[src/rtl/rv32i_opfetch_pkg.sv]
// Shared types and constants for the RV32I operand fetch sequencer.
`timescale 1ns/1ps
package rv32i_opfetch_pkg;
  localparam int XLEN   = 32;
  localparam int HALF_W = 16;
  localparam int RF_AW  = 8;

  localparam logic BANK_LO = 1'b0;
  localparam logic BANK_HI = 1'b1;

  typedef enum logic [2:0] {
    IDLE,
    R1L,
    R1H,
    R2L,
    R2H,
    TAIL,
    DONE
  } opfetch_state_e;

  // Half-word BRAM address: bit 5 picks the bank, upper bits stay zero.
  function automatic logic [RF_AW-1:0] rf_half_addr(input logic bank, input logic [4:0] reg_addr);
    return {{(RF_AW-6){1'b0}}, bank, reg_addr};
  endfunction
endpackage

[src/rtl/rv32i_operand_latch.sv]
// One 32-bit operand register assembled from two half-word captures, with an
// optional writeback load that locks out later captures.
`timescale 1ns/1ps
module rv32i_operand_latch
  import rv32i_opfetch_pkg::*;
(
  input  logic              i_clk,
  input  logic              i_rst_n,
  input  logic              i_clear,
  input  logic              i_cap_lo,
  input  logic              i_cap_hi,
  input  logic [HALF_W-1:0] i_half_data,
  input  logic              i_byp_load,
  input  logic [XLEN-1:0]   i_byp_data,
  output logic [XLEN-1:0]   o_data
);
  logic locked;

  // A writeback load wins over any half capture on the same edge.
  always_ff @(posedge i_clk or negedge i_rst_n) begin
    if (!i_rst_n) begin
      o_data <= '0;
      locked <= 1'b0;
    end else if (i_clear) begin
      o_data <= i_byp_load ? i_byp_data : '0;
      locked <= i_byp_load;
    end else if (i_byp_load) begin
      o_data <= i_byp_data;
      locked <= 1'b1;
    end else if (!locked) begin
      if (i_cap_lo) o_data[HALF_W-1:0]    <= i_half_data;
      if (i_cap_hi) o_data[XLEN-1:HALF_W] <= i_half_data;
    end
  end
endmodule

[src/rtl/rv32i_operand_fetch.sv]
// Sequences four half-word register-file reads into full rs1/rs2 operands.
// Optional writeback bypass is enabled by defining OPFETCH_WB_BYPASS_EN.
`timescale 1ns/1ps
module rv32i_operand_fetch
  import rv32i_opfetch_pkg::*;
(
  input  logic              i_clk,
  input  logic              i_rst_n,
  input  logic              i_flush,
  input  logic              i_valid,
  output logic              o_ready,
  input  logic [4:0]        i_rs1_addr,
  input  logic [4:0]        i_rs2_addr,
  input  logic              i_rs1_used,
  input  logic              i_rs2_used,
  output logic              o_valid,
  input  logic              i_ready,
  output logic [XLEN-1:0]   o_rs1_data,
  output logic [XLEN-1:0]   o_rs2_data,
  output logic              o_rf_rd_en,
  output logic [RF_AW-1:0]  o_rf_rd_addr,
  input  logic [HALF_W-1:0] i_rf_rd_data,
  input  logic              i_wb_en,
  input  logic [4:0]        i_wb_addr,
  input  logic [XLEN-1:0]   i_wb_data
);
  opfetch_state_e   state, state_nxt, pend;
  logic [4:0]       rs1_q, rs2_q, rs1_sel, rs2_sel;
  logic             need1_q, need2_q, need1_in, need2_in;
  logic             accept, byp1, byp2;
  logic [RF_AW-1:0] rd_addr_nxt;

  assign accept   = (state == IDLE) && i_valid && !i_flush;
  assign need1_in = i_rs1_used && (i_rs1_addr != 5'd0);
  assign need2_in = i_rs2_used && (i_rs2_addr != 5'd0);
  assign rs1_sel  = accept ? i_rs1_addr : rs1_q;
  assign rs2_sel  = accept ? i_rs2_addr : rs2_q;

  function automatic opfetch_state_e fetch_next(input opfetch_state_e s, input logic n1, input logic n2);
    opfetch_state_e r;
    case (s)
      IDLE:    r = n1 ? R1L : (n2 ? R2L : DONE);
      R1L:     r = R1H;
      R1H:     r = n2 ? R2L : TAIL;
      R2L:     r = R2H;
      R2H:     r = TAIL;
      default: r = DONE;
    endcase
    return r;
  endfunction

  always_comb begin
    state_nxt = state;
    if (i_flush) begin
      state_nxt = IDLE;
    end else begin
      case (state)
        IDLE:    if (i_valid) state_nxt = fetch_next(IDLE, need1_in, need2_in);
        DONE:    if (i_ready) state_nxt = IDLE;
        default: state_nxt = fetch_next(state, need1_q, need2_q);
      endcase
    end
  end

  always_comb begin
    rd_addr_nxt = o_rf_rd_addr;
    case (state_nxt)
      R1L:     rd_addr_nxt = rf_half_addr(BANK_LO, rs1_sel);
      R1H:     rd_addr_nxt = rf_half_addr(BANK_HI, rs1_sel);
      R2L:     rd_addr_nxt = rf_half_addr(BANK_LO, rs2_sel);
      R2H:     rd_addr_nxt = rf_half_addr(BANK_HI, rs2_sel);
      default: rd_addr_nxt = o_rf_rd_addr;
    endcase
  end

  // pend remembers which half the BRAM is returning this cycle; flush drops it.
  always_ff @(posedge i_clk or negedge i_rst_n) begin
    if (!i_rst_n) begin
      state        <= IDLE;
      pend         <= IDLE;
      o_ready      <= 1'b1;
      o_valid      <= 1'b0;
      o_rf_rd_en   <= 1'b0;
      o_rf_rd_addr <= '0;
      rs1_q        <= '0;
      rs2_q        <= '0;
      need1_q      <= 1'b0;
      need2_q      <= 1'b0;
    end else begin
      state        <= state_nxt;
      pend         <= (o_rf_rd_en && !i_flush) ? state : IDLE;
      o_ready      <= (state_nxt == IDLE);
      o_valid      <= (state_nxt == DONE);
      o_rf_rd_en   <= (state_nxt inside {R1L, R1H, R2L, R2H});
      o_rf_rd_addr <= rd_addr_nxt;
      if (accept) begin
        rs1_q   <= i_rs1_addr;
        rs2_q   <= i_rs2_addr;
        need1_q <= need1_in;
        need2_q <= need2_in;
      end
    end
  end

`ifdef OPFETCH_WB_BYPASS_EN
  logic byp_window, wb_hit, need1_sel, need2_sel;
  assign need1_sel  = accept ? need1_in : need1_q;
  assign need2_sel  = accept ? need2_in : need2_q;
  assign byp_window = accept || ((state != IDLE) && (state != DONE) && !i_flush);
  assign wb_hit     = i_wb_en && (i_wb_addr != 5'd0) && byp_window;
  assign byp1       = wb_hit && need1_sel && (i_wb_addr == rs1_sel);
  assign byp2       = wb_hit && need2_sel && (i_wb_addr == rs2_sel);
`else
  logic unused_wb;
  assign unused_wb = ^{i_wb_en, i_wb_addr, i_wb_data};
  assign byp1      = 1'b0;
  assign byp2      = 1'b0;
`endif

  rv32i_operand_latch u_rs1 (
    .i_clk       (i_clk),
    .i_rst_n     (i_rst_n),
    .i_clear     (accept),
    .i_cap_lo    ((pend == R1L) && !i_flush),
    .i_cap_hi    ((pend == R1H) && !i_flush),
    .i_half_data (i_rf_rd_data),
    .i_byp_load  (byp1),
    .i_byp_data  (i_wb_data),
    .o_data      (o_rs1_data)
  );

  rv32i_operand_latch u_rs2 (
    .i_clk       (i_clk),
    .i_rst_n     (i_rst_n),
    .i_clear     (accept),
    .i_cap_lo    ((pend == R2L) && !i_flush),
    .i_cap_hi    ((pend == R2H) && !i_flush),
    .i_half_data (i_rf_rd_data),
    .i_byp_load  (byp2),
    .i_byp_data  (i_wb_data),
    .o_data      (o_rs2_data)
  );
endmodule
[config.mk]
export PLATFORM = sky130hd
export DESIGN_NAME = rv32i_operand_fetch
export DESIGN_NICKNAME = d
export VERILOG_FILES = /design/src/rtl/rv32i_opfetch_pkg.sv /design/src/rtl/rv32i_operand_latch.sv /design/src/rtl/rv32i_operand_fetch.sv
export SDC_FILE = /design/constraint.sdc
export NUM_CORES = 1
export LEC_CHECK = 0
export ABC_AREA = 1
export CAP_MARGIN = 15
export CORE_MARGIN = 4
export CORE_UTILIZATION = 35
export DETAILED_ROUTE_END_ITERATION = 16
export HOLD_SLACK_MARGIN = 0.03
export PLACE_DENSITY = 0.63
export SKIP_LAST_GASP = 1
export SLEW_MARGIN = 10
export SYNTH_ARGS = -nofsm -noshare
export SYNTH_HDL_FRONTEND = slang
export SYNTH_HIERARCHICAL = 1
export SYNTH_SLANG_ARGS = --single-unit
[constraint.sdc]
create_clock -name i_clk -period 2.6 [get_ports i_clk]
set_input_delay 0.26 -clock i_clk [delete_from_list [all_inputs] [get_ports i_clk]]
set_output_delay 0.26 -clock i_clk [all_outputs]
set_load 0.03 [all_outputs]
Yosys cells after proc, flatten, opt, wreduce, memory -nomap -nowiden
Index checks and enable logic that the tools add are counted.
{"block": "word_totals", "word_cells": 64, "input_bits": 71, "out_inout_bits": 75, "ff_bits": 92}
{"block": "classes", "eq_ne": 14, "mux": 18, "n_reduce_logical": 19}
{"operator": "$mux W16", "count": 4}
{"operator": "$mux W32", "count": 2}
{"operator": "$pmux W8 S4", "count": 1}
{"operator": "$mux W3", "count": 7}
{"operator": "$eq A3 B2 Y1 const B", "count": 6}
{"operator": "$eq A3 B3 Y1 const B", "count": 5}
{"operator": "$pmux W3 S4", "count": 1}
{"operator": "$mux W5", "count": 2}
{"operator": "$reduce_bool A5 Y1", "count": 2}
{"operator": "$eq A3 B1 Y1 const B", "count": 3}
{"operator": "$logic_and A1 B1 Y1", "count": 9}
{"operator": "$reduce_bool A2 Y1", "count": 4}
{"operator": "$logic_not A3 Y1", "count": 2}
{"operator": "$pmux W3 S2", "count": 1}
{"operator": "$reduce_bool A4 Y1", "count": 1}
{"operator": "$logic_not A1 Y1", "count": 1}

Longest topological paths before layout
Gate-level depths: netlist of run 1.
{"block": "depth", "ltp_word": 9, "ltp_mapped": 14, "ltp_nobuf": 14}

Cells and area by module
The synthesis of run 1 kept the hierarchy.
{"module": "rv32i_operand_latch", "cells_per_inst": 229, "seq_area_each_um2": 825.8, "instances": 2, "area_per_inst_um2": 1670.4}
{"module": "rv32i_operand_fetch", "cells_per_inst": 159, "seq_area_each_um2": 651.9, "instances": 1, "area_per_inst_um2": 1291.2}

Least setup slack after synthesis of run 1
No wires, ideal clock.
{"block": "synth_path", "path_type": "register to register", "startpoint": "reg state[2]", "endpoint": "reg u_rs2.o_data[10]", "slack_ps": 813, "path_buffers": 1, "required_ps": 2483, "setup_ps": 117, "stages_incl_launch_ff": 11, "period_less_slack_ps": 1787, "arrival_ps": 1670, "path_cell_list": "dfrtp_1 inv_2 nand2_1 nor2_4 nand2_1 clkinv_1 nor2_8 nand2_2 buf_2 nand2_1 nand2_1"}
{"block": "synth_via", "elab_chain_len": 4, "word_cells_on_any_way": 5, "classes_between": "1 x mux; 4 x reduce/logical"}
{"element": "start, declared", "line": "rv32i_operand_fetch.sv:27", "text": "opfetch_state_e state, state_nxt, pend;"}
{"element": "start signal, assigned", "line": "rv32i_operand_fetch.sv:90", "text": "state <= state_nxt;"}
{"element": "$logic_not A3 Y1 *", "line": "rv32i_operand_fetch.sv:33", "text": "assign accept = (state == IDLE) && i_valid && !i_flush;"}
{"element": "$logic_and A1 B1 Y1 * (2 in series)", "line": "rv32i_operand_fetch.sv:33"}
{"element": "via accept", "line": "rv32i_operand_fetch.sv:30", "text": "logic accept, byp1, byp2;"}
{"element": "$mux W32 or $reduce_bool A2 Y1 (tied branches)"}
{"element": "end signal, assigned", "line": "rv32i_operand_latch.sv:25", "text": "o_data <= i_byp_load ? i_byp_data : '0;"}
{"element": "end signal, assigned", "line": "rv32i_operand_latch.sv:28", "text": "o_data <= i_byp_data;"}
{"element": "end signal, assigned by index", "line": "rv32i_operand_latch.sv:31", "text": "if (i_cap_lo) o_data[HALF_W-1:0] <= i_half_data;"}
{"element": "end, declared", "line": "rv32i_operand_latch.sv:15", "text": "output logic [XLEN-1:0] o_data"}
Mark *: on every way through the listed nets, which the timed path passes. The rest lies on a longest branch.
A chain may end at the register's enable or synchronous reset.

Worst setup path after layout of run 1
{"block": "layout_path", "startpoint": "in i_flush", "endpoint": "reg u_rs1.o_data[2]"}
{"block": "layout_via", "elab_chain_len": 3, "word_cells_on_any_way": 5, "classes_between": "1 x mux; 4 x reduce/logical"}
{"element": "start, declared", "line": "rv32i_operand_fetch.sv:9", "text": "input logic i_flush,"}
{"element": "$logic_not A1 Y1 *", "line": "rv32i_operand_fetch.sv:33"}
{"element": "$logic_and A1 B1 Y1 *", "line": "rv32i_operand_fetch.sv:33"}
{"element": "via accept", "line": "rv32i_operand_fetch.sv:30"}
{"element": "$mux W32 or $reduce_bool A2 Y1 (tied branches)"}
{"element": "end signal, assigned", "line": "rv32i_operand_latch.sv:25"}
{"element": "end signal, assigned", "line": "rv32i_operand_latch.sv:28"}
{"element": "end signal, assigned by index", "line": "rv32i_operand_latch.sv:31"}
{"element": "end, declared", "line": "rv32i_operand_latch.sv:15"}
Marked as above.

==> impl_metrics.csv, run 1 <==
group,metric,value,unit
detailed_routing,vias,4533,
power,total_power,6.11,mW
global_routing,antenna_found_initial,0,
yosys,syn-cell-area,4630,um2
cells_and_area,nets,821,
floorplanning,die_area,15100,um2
worst_hold_path,hold_path_class,"input pin to async pin",
sta,fmax,0.455,GHz
setup_path,cp.arrival,2410,ps
yosys,synth.distinct_cells,25,
floorplanning,core_region_area,12800,um2
yosys,synth-seq-cells,92,
clocking,cts_tree,"yes",
sta,whs,60.0,ps
sta,worst_slack,405,ps
placement,hpwl,10.8,mm
floorplanning,start_util,36.3,%
floorplanning,die_w,123,um
cells_and_area,drive_gt1_share,6.75,%
setup_path,path_max_fanout,35,
job,maxCapViolations,0,
clocking,hold_buffers,0,
sta,finClkSkew,5.28,ps
setup_path,required,2820,ps
cells_and_area,fin_area,6430,um2
clocking,cts_resized,0,
placement,portBuffers,137,
setup_path,crit_type,"input pin to register",
global_routing,grt_usage,19.2,%
global_routing,grt_max_degree,72,
clocking,insertion_delay,330,ps
detailed_routing,drc_errors,0,
global_routing,grt_pass1_wl,22.6,mm
power,power_leakage,3.36,nW
sta,final_max_slew_viol_count,0,
cells_and_area,antenna_cells,0,
yosys,synth_area_per_cell,7.51,um2
yosys,yosys-top-cells-area,"dfrtp_1, nand2_1, nand3_1",
detailed_routing,ant_nets,0,
placement,pre_cts_ws,81.1,ps
run_status,status,"complete, no violations",
placement,dp.cells,911,
global_routing,gr-total-overflow,0,
yosys,synth_top_area_share,49.2,%
clocking,cts-root-buf,"clkbuf_16",
global_routing,grt_pass1_vias,4539,
detailed_routing,routed_wl,14.4,mm
detailed_routing,viasPerCell,4.89,
sta,period_needed,2200,ps
detailed_routing,drtIter0Drc,335,
sta,rsz0062_at_grt,"false",
floorplanning,rows,41,
cells_and_area,postLayoutCoreUtil,50.4,%
sta,setup-tns-final,0,ps
clocking,post_cts_buffers,0,
yosys,yosysWarningCount,6,
floorplanning,die_y,123,um
clocking,clock-sinks,92,
clocking,cts_max_level,3,
sta,setup_violations,0,
clocking,clkTransAtPathRegs,60,ps
sta,hold_violations,0,
sta,period_share,84.4,%
clocking,clockBufferDepth,2,
setup_path,critical_path.endpoint_type,"register",
placement,placed_cell_area,6120,um2
yosys,ys_seq_area_share,49.7,%
yosys,synth_top_area_cell,"dfrtp_1",
sta,maxSlewHeadroom,38.6,%
placement,routabilityCongestion,0.930,
sta,worst_pin_slew,921,ps
setup_path,cp-start-kind,"input pin",
detailed_routing,wl_per_cell,15.6,um
power,p_per_area,949,nW/um2
clocking,cts_inserted_buffers,9,
yosys,syn_inst,617,
cells_and_area,stdcell_count,927,
cells_and_area,area_growth_syn_to_layout,38.9,%
detailed_routing,first_pass_iters,5,
floorplanning,io_pins,146,
power,peakVddDrop,0.000777,V
==> final cells by class <==
| cell class | instances | area (um2) |
|---|---|---|
| multi-input cells | 478 | 2060 |
| clock inverters | 5 | 75.1 |
| flip-flops and latches | 92 | 2300 |
| inverters | 21 | 78.8 |
| well taps | 172 | 215 |
| fillers | 1213 | 6340 |
| repair buffers | 148 | 1460 |
| clock buffers | 11 | 243 |
==> registers in the layout (all words and copies together), names as in the netlist <==
| name | cells |
|---|---|
| rs2_q | 5 |
| rs1_q | 5 |
| o_ready | 1 |
| u_rs1/locked | 1 |
| need2_q | 1 |
| o_rf_rd_en | 1 |
| pend | 3 |
| state | 3 |
| u_rs1/o_data | 32 |
| u_rs2/o_data | 32 |
| u_rs2/locked | 1 |
| o_rf_rd_addr | 6 |
| o_valid | 1 |
==> synthesized netlist by cell type (all sizes together) <==
cell type / count
dfstp: 1
dfrtp: 91
buf: 29
o21ai: 5
nand3: 83
nand2: 361
nor4: 3
nor3: 1
inv: 20
or2: 4
clkinv: 1
o21bai: 2
nor2: 15
conb: 1
==> path summary, 6_finish.rpt <==
kind                            slack, ps     start          endpoint  depth (start not counted)
min in group i_clk                    480  rs1_q[2]          rs1_q[2]                          2
worst max register to register        410  state[1]   u_rs1/o_data[2]                          9
worst max-delay path                  400   i_flush   u_rs1/o_data[2]                          8
worst min-delay path                   60   i_rst_n  u_rs1/o_data[11]                          1
max in group asynchronous            1770   i_rst_n          rs1_q[4]                          2
worst min register to register        480  rs1_q[2]          rs1_q[2]                          2
==> per-layer routing <==
layer / part of all wire [%] / routed length, um / track usage, % / up-vias
met5: 0 / 0 / 0 / -
met4: 1.2 / 167 / 3.46 / 0
met3: 9.6 / 1390 / 7.46 / 12
met2: 48 / 6890 / 32.5 / 167
met1: 41 / 5980 / 23.5 / 2166
li1: - / - / - / 2188
==> worst max-delay path, stage by stage <==
cell and delay [ps]:
clkdlybuf4s50_1 590, inv_1 90, nand2_1 90, clkinv_1 310
nor2_8 530, nand2_2 300, nand2_1 160, nand2_1 60
==> power by group <==
part | switching (mW) | internal [mW]
clock | 0.528 | 0.864
sequential | 0.231 | 1.86
combinational | 1.62 | 1.01
total | 2.37 | 3.73
==> placed cells by master, fill, tap and decap left out, drive strengths merged <==
cell type and instances:
conb 4, clkdlybuf4s50 136, inv 20, dfstp 1, nor2 15, nor4 3, bufinv 2, nand3 83
clkbuf 11, o21bai 2, or2 4, clkinv 4, nand2 361, dfrtp 91, buf 12, nor3 1
o21ai 5
==> cell families after synthesis <==
logic type | Yosys count | share of synthesized area, %
compound gates | 7 | 0.945
buf+inv | 50 | 6.13
flops | 92 | 49.7
other cells | 1 | 0.0810
simple gates | 467 | 43.1
Note: power is estimated with default switching activity, not from simulation.
==> inputs of run 2 (changes only) <==
--- a/config.mk
+++ b/config.mk
@@ -11,7 +11,7 @@
 export CORE_UTILIZATION = 35
 export DETAILED_ROUTE_END_ITERATION = 16
 export HOLD_SLACK_MARGIN = 0.03
-export PLACE_DENSITY = 0.63
+export PLACE_DENSITY = 0.66
 export SKIP_LAST_GASP = 1
 export SLEW_MARGIN = 10
 export SYNTH_ARGS = -nofsm -noshare
==> constraint.sdc (replaced) <==
create_clock -name i_clk -period 1.84 [get_ports i_clk]
set_input_delay 0.184 -clock i_clk [delete_from_list [all_inputs] [get_ports i_clk]]
set_output_delay 0.184 -clock i_clk [all_outputs]
set_load 0.03 [all_outputs]
==> run 2 against run 1 <==
Highest routed layer unchanged. Wire length up 5.4%. Flip-flop and latch count unchanged. Largest cell class unchanged. Register-to-register slack worse by 360 ps. Cell area up 5.6%. Critical endpoint is now o_rf_rd_addr[1].
==> impl_metrics.csv, run 2 (synthesis results as in run 1) <==
group,metric,value,unit
setup_path,endpoint,"o_rf_rd_addr[1]",
placement,portBuffers,137,
setup_path,cp_top_family,"simple AND/OR/NAND/NOR gates",
global_routing,antenna_found_initial,0,
setup_path,critical_path.endpoint_type,"register",
power,power_leakage,3.53,nW
detailed_routing,drc_errors,0,
global_routing,grt_pass1_vias,4801,
setup_path,cp.arrival,2020,ps
setup_path,crit_type,"register to register",
floorplanning,die_w,123,um
global_routing,grt.met1_usage,23.1,%
floorplanning,start_util,36.3,%
cells_and_area,final_common_cell,"nand2_1",
cells_and_area,drive_gt1_share,10.7,%
global_routing,grt_pass1_wl,23.2,mm
sta,setup-tns-final,0,ps
detailed_routing,ant_nets,0,
sta,final_max_slew_viol_count,0,
global_routing,busiest_layer,"met2",
power,p_per_area,1350,nW/um2
power,peakVddDrop,0.000963,V
sta,period_needed,1790,ps
setup_path,max_stage_delay,440,ps
cells_and_area,layout_common_cells,"nand2_1, clkdlybuf4s50_1, dfrtp_1",
setup_path,path_max_fanout,5,
global_routing,grt_use_met3,6.04,%
clocking,cts_inserted_buffers,9,
global_routing,gr-total-overflow,0,
floorplanning,io_pins,146,
floorplanning,core_region_area,12800,um2
setup_path,critPathMostFrequentCell,"nand2_4",
setup_path,critPathLaunch,"state[1]",
clocking,clock-sinks,92,
cells_and_area,nets,850,
sta,rsz0062_at_grt,"true",
detailed_routing,drtIter0Drc,398,
global_routing,met2_usage,33.8,%
sta,period_share,97.3,%
clocking,clkTransAtPathRegs,60,ps
sta,maxSlewHeadroom,63.2,%
setup_path,cp-start-kind,"register",
clocking,cts-root-buf,"clkbuf_16",
placement,routabilityCongestion,0.891,
global_routing,grt_max_degree,41,
detailed_routing,routed_wl,15.2,mm
clocking,insertion_delay,340,ps
setup_path,crit_slowest_cell,"dfrtp_2",
cells_and_area,antenna_cells,0,
placement,hpwl,11.3,mm
detailed_routing,first_pass_iters,5,
floorplanning,rows,41,
setup_path,cp_num_buf_inv,3,
cells_and_area,stdcell_count,954,
clocking,cts_max_level,3,
sta,finClkSkew,6.98,ps
setup_path,r2r_setup_slack,50,ps
sta,fmax,0.559,GHz
cells_and_area,area_growth_syn_to_layout,46.7,%
sta,worst_pin_slew,551,ps
detailed_routing,viasPerCell,4.90,
clocking,cts_tree,"yes",
floorplanning,die_y,123,um
floorplanning,die_area,15100,um2
sta,hold_violations,0,
setup_path,crit_cells,13,
setup_path,r2r_start,"state[1]",
setup_path,reg2reg_depth,13,
worst_hold_path,hold_path_class,"input pin to async pin",
global_routing,grt_usage,19.7,%
detailed_routing,vias,4672,
setup_path,crit_chain,"nor2_4 -> inv_2 -> nor2_4 -> nand2_2 -> nand2_4 -> nand2_4 -> nor2_8 -> inv_2 -> nand2_4 -> nand2_8 -> or2_1 -> nand2_1 -> inv_1",
sta,setup_violations,0,
setup_path,r2r_end,"o_rf_rd_addr[1]",
job,maxCapViolations,0,
detailed_routing,wl_per_cell,15.9,um
setup_path,required,2080,ps
clocking,clockBufferDepth,2,
placement,dp.cells,931,
run_status,status,"complete, no violations",
cells_and_area,reg.largest.list,"u_rs1/o_data: 32 flops, u_rs2/o_data: 32 flops, o_rf_rd_addr: 6 flops",
-- run 2: changes by cell type in the layout (fill, tap and decap cells not counted), sizes merged --
cell and change:
nand3 +1, dlygate4sd3 +1, inv +1, clkbuf +1, buf +26, clkinv -4, nand2 +1
-- run 2: final cells by class --
type | instances | area [um2]
Clock buffer | 12 | 246
Clock inverter | 2 | 60.1
Fill cell | 1182 | 5980
Inverter | 21 | 78.8
Multi-Input combinational cell | 480 | 2160
Sequential cell | 92 | 2300
Tap cell | 172 | 215
Timing Repair Buffer | 175 | 1740
-- run 2: routing by layer --
metal | routed length, um | part of all wire (%)
met1 | 6050 | 40
met2 | 7290 | 48
met3 | 1500 | 9.8
met4 | 359 | 2.4
met5 | 0 | 0
-- run 2: timing repair --
item                                   in CTS  in global routing
resized for setup                           0                 20
setup endpoints to repair                   0                 69
hold buffers                                1                  0
endpoints found under the hold margin      37                  0
setup buffers                               0                  6
-- run 2: through the flow --
stage / total power [mW] / area, um2 / hold slack [ps] / setup slack [ps] / utilization (%)
floorplan: 5.23 / 4640 / -112 / 52.7 / -
global placement: 6.82 / 6320 / 195 / -124 / 49.5
detailed placement: 6.87 / 6320 / 208 / -195 / 49.5
CTS: 8.84 / 6630 / 403 / 65.0 / 51.9
global route: 9.67 / 6800 / 443 / -66.1 / 53.2
finish: 9.16 / 6800 / 374 / 50.2 / 53.2
-- run 2: worst min-delay path by stage --
stage | endpoint | slack, ps | cells past startpoint
6_report | u_rs2/o_data[12] | 370 | 2
3_5_place_dp | u_rs2/o_data[12] | 210 | 1
3_3_place_gp | u_rs2/o_data[10] | 190 | 1
5_1_grt | u_rs2/o_data[26] | 440 | 2
2_1_floorplan | need2_q | -110 | 0
4_1_cts | u_rs2/o_data[12] | 400 | 2
-- run 2: power breakdown --
group          total (mW)  internal [mW]  switching [mW]
combinational        4.27           1.75            2.51
sequential           2.95           2.63           0.329
clock                1.94           1.21           0.728
total                9.16           5.59            3.57
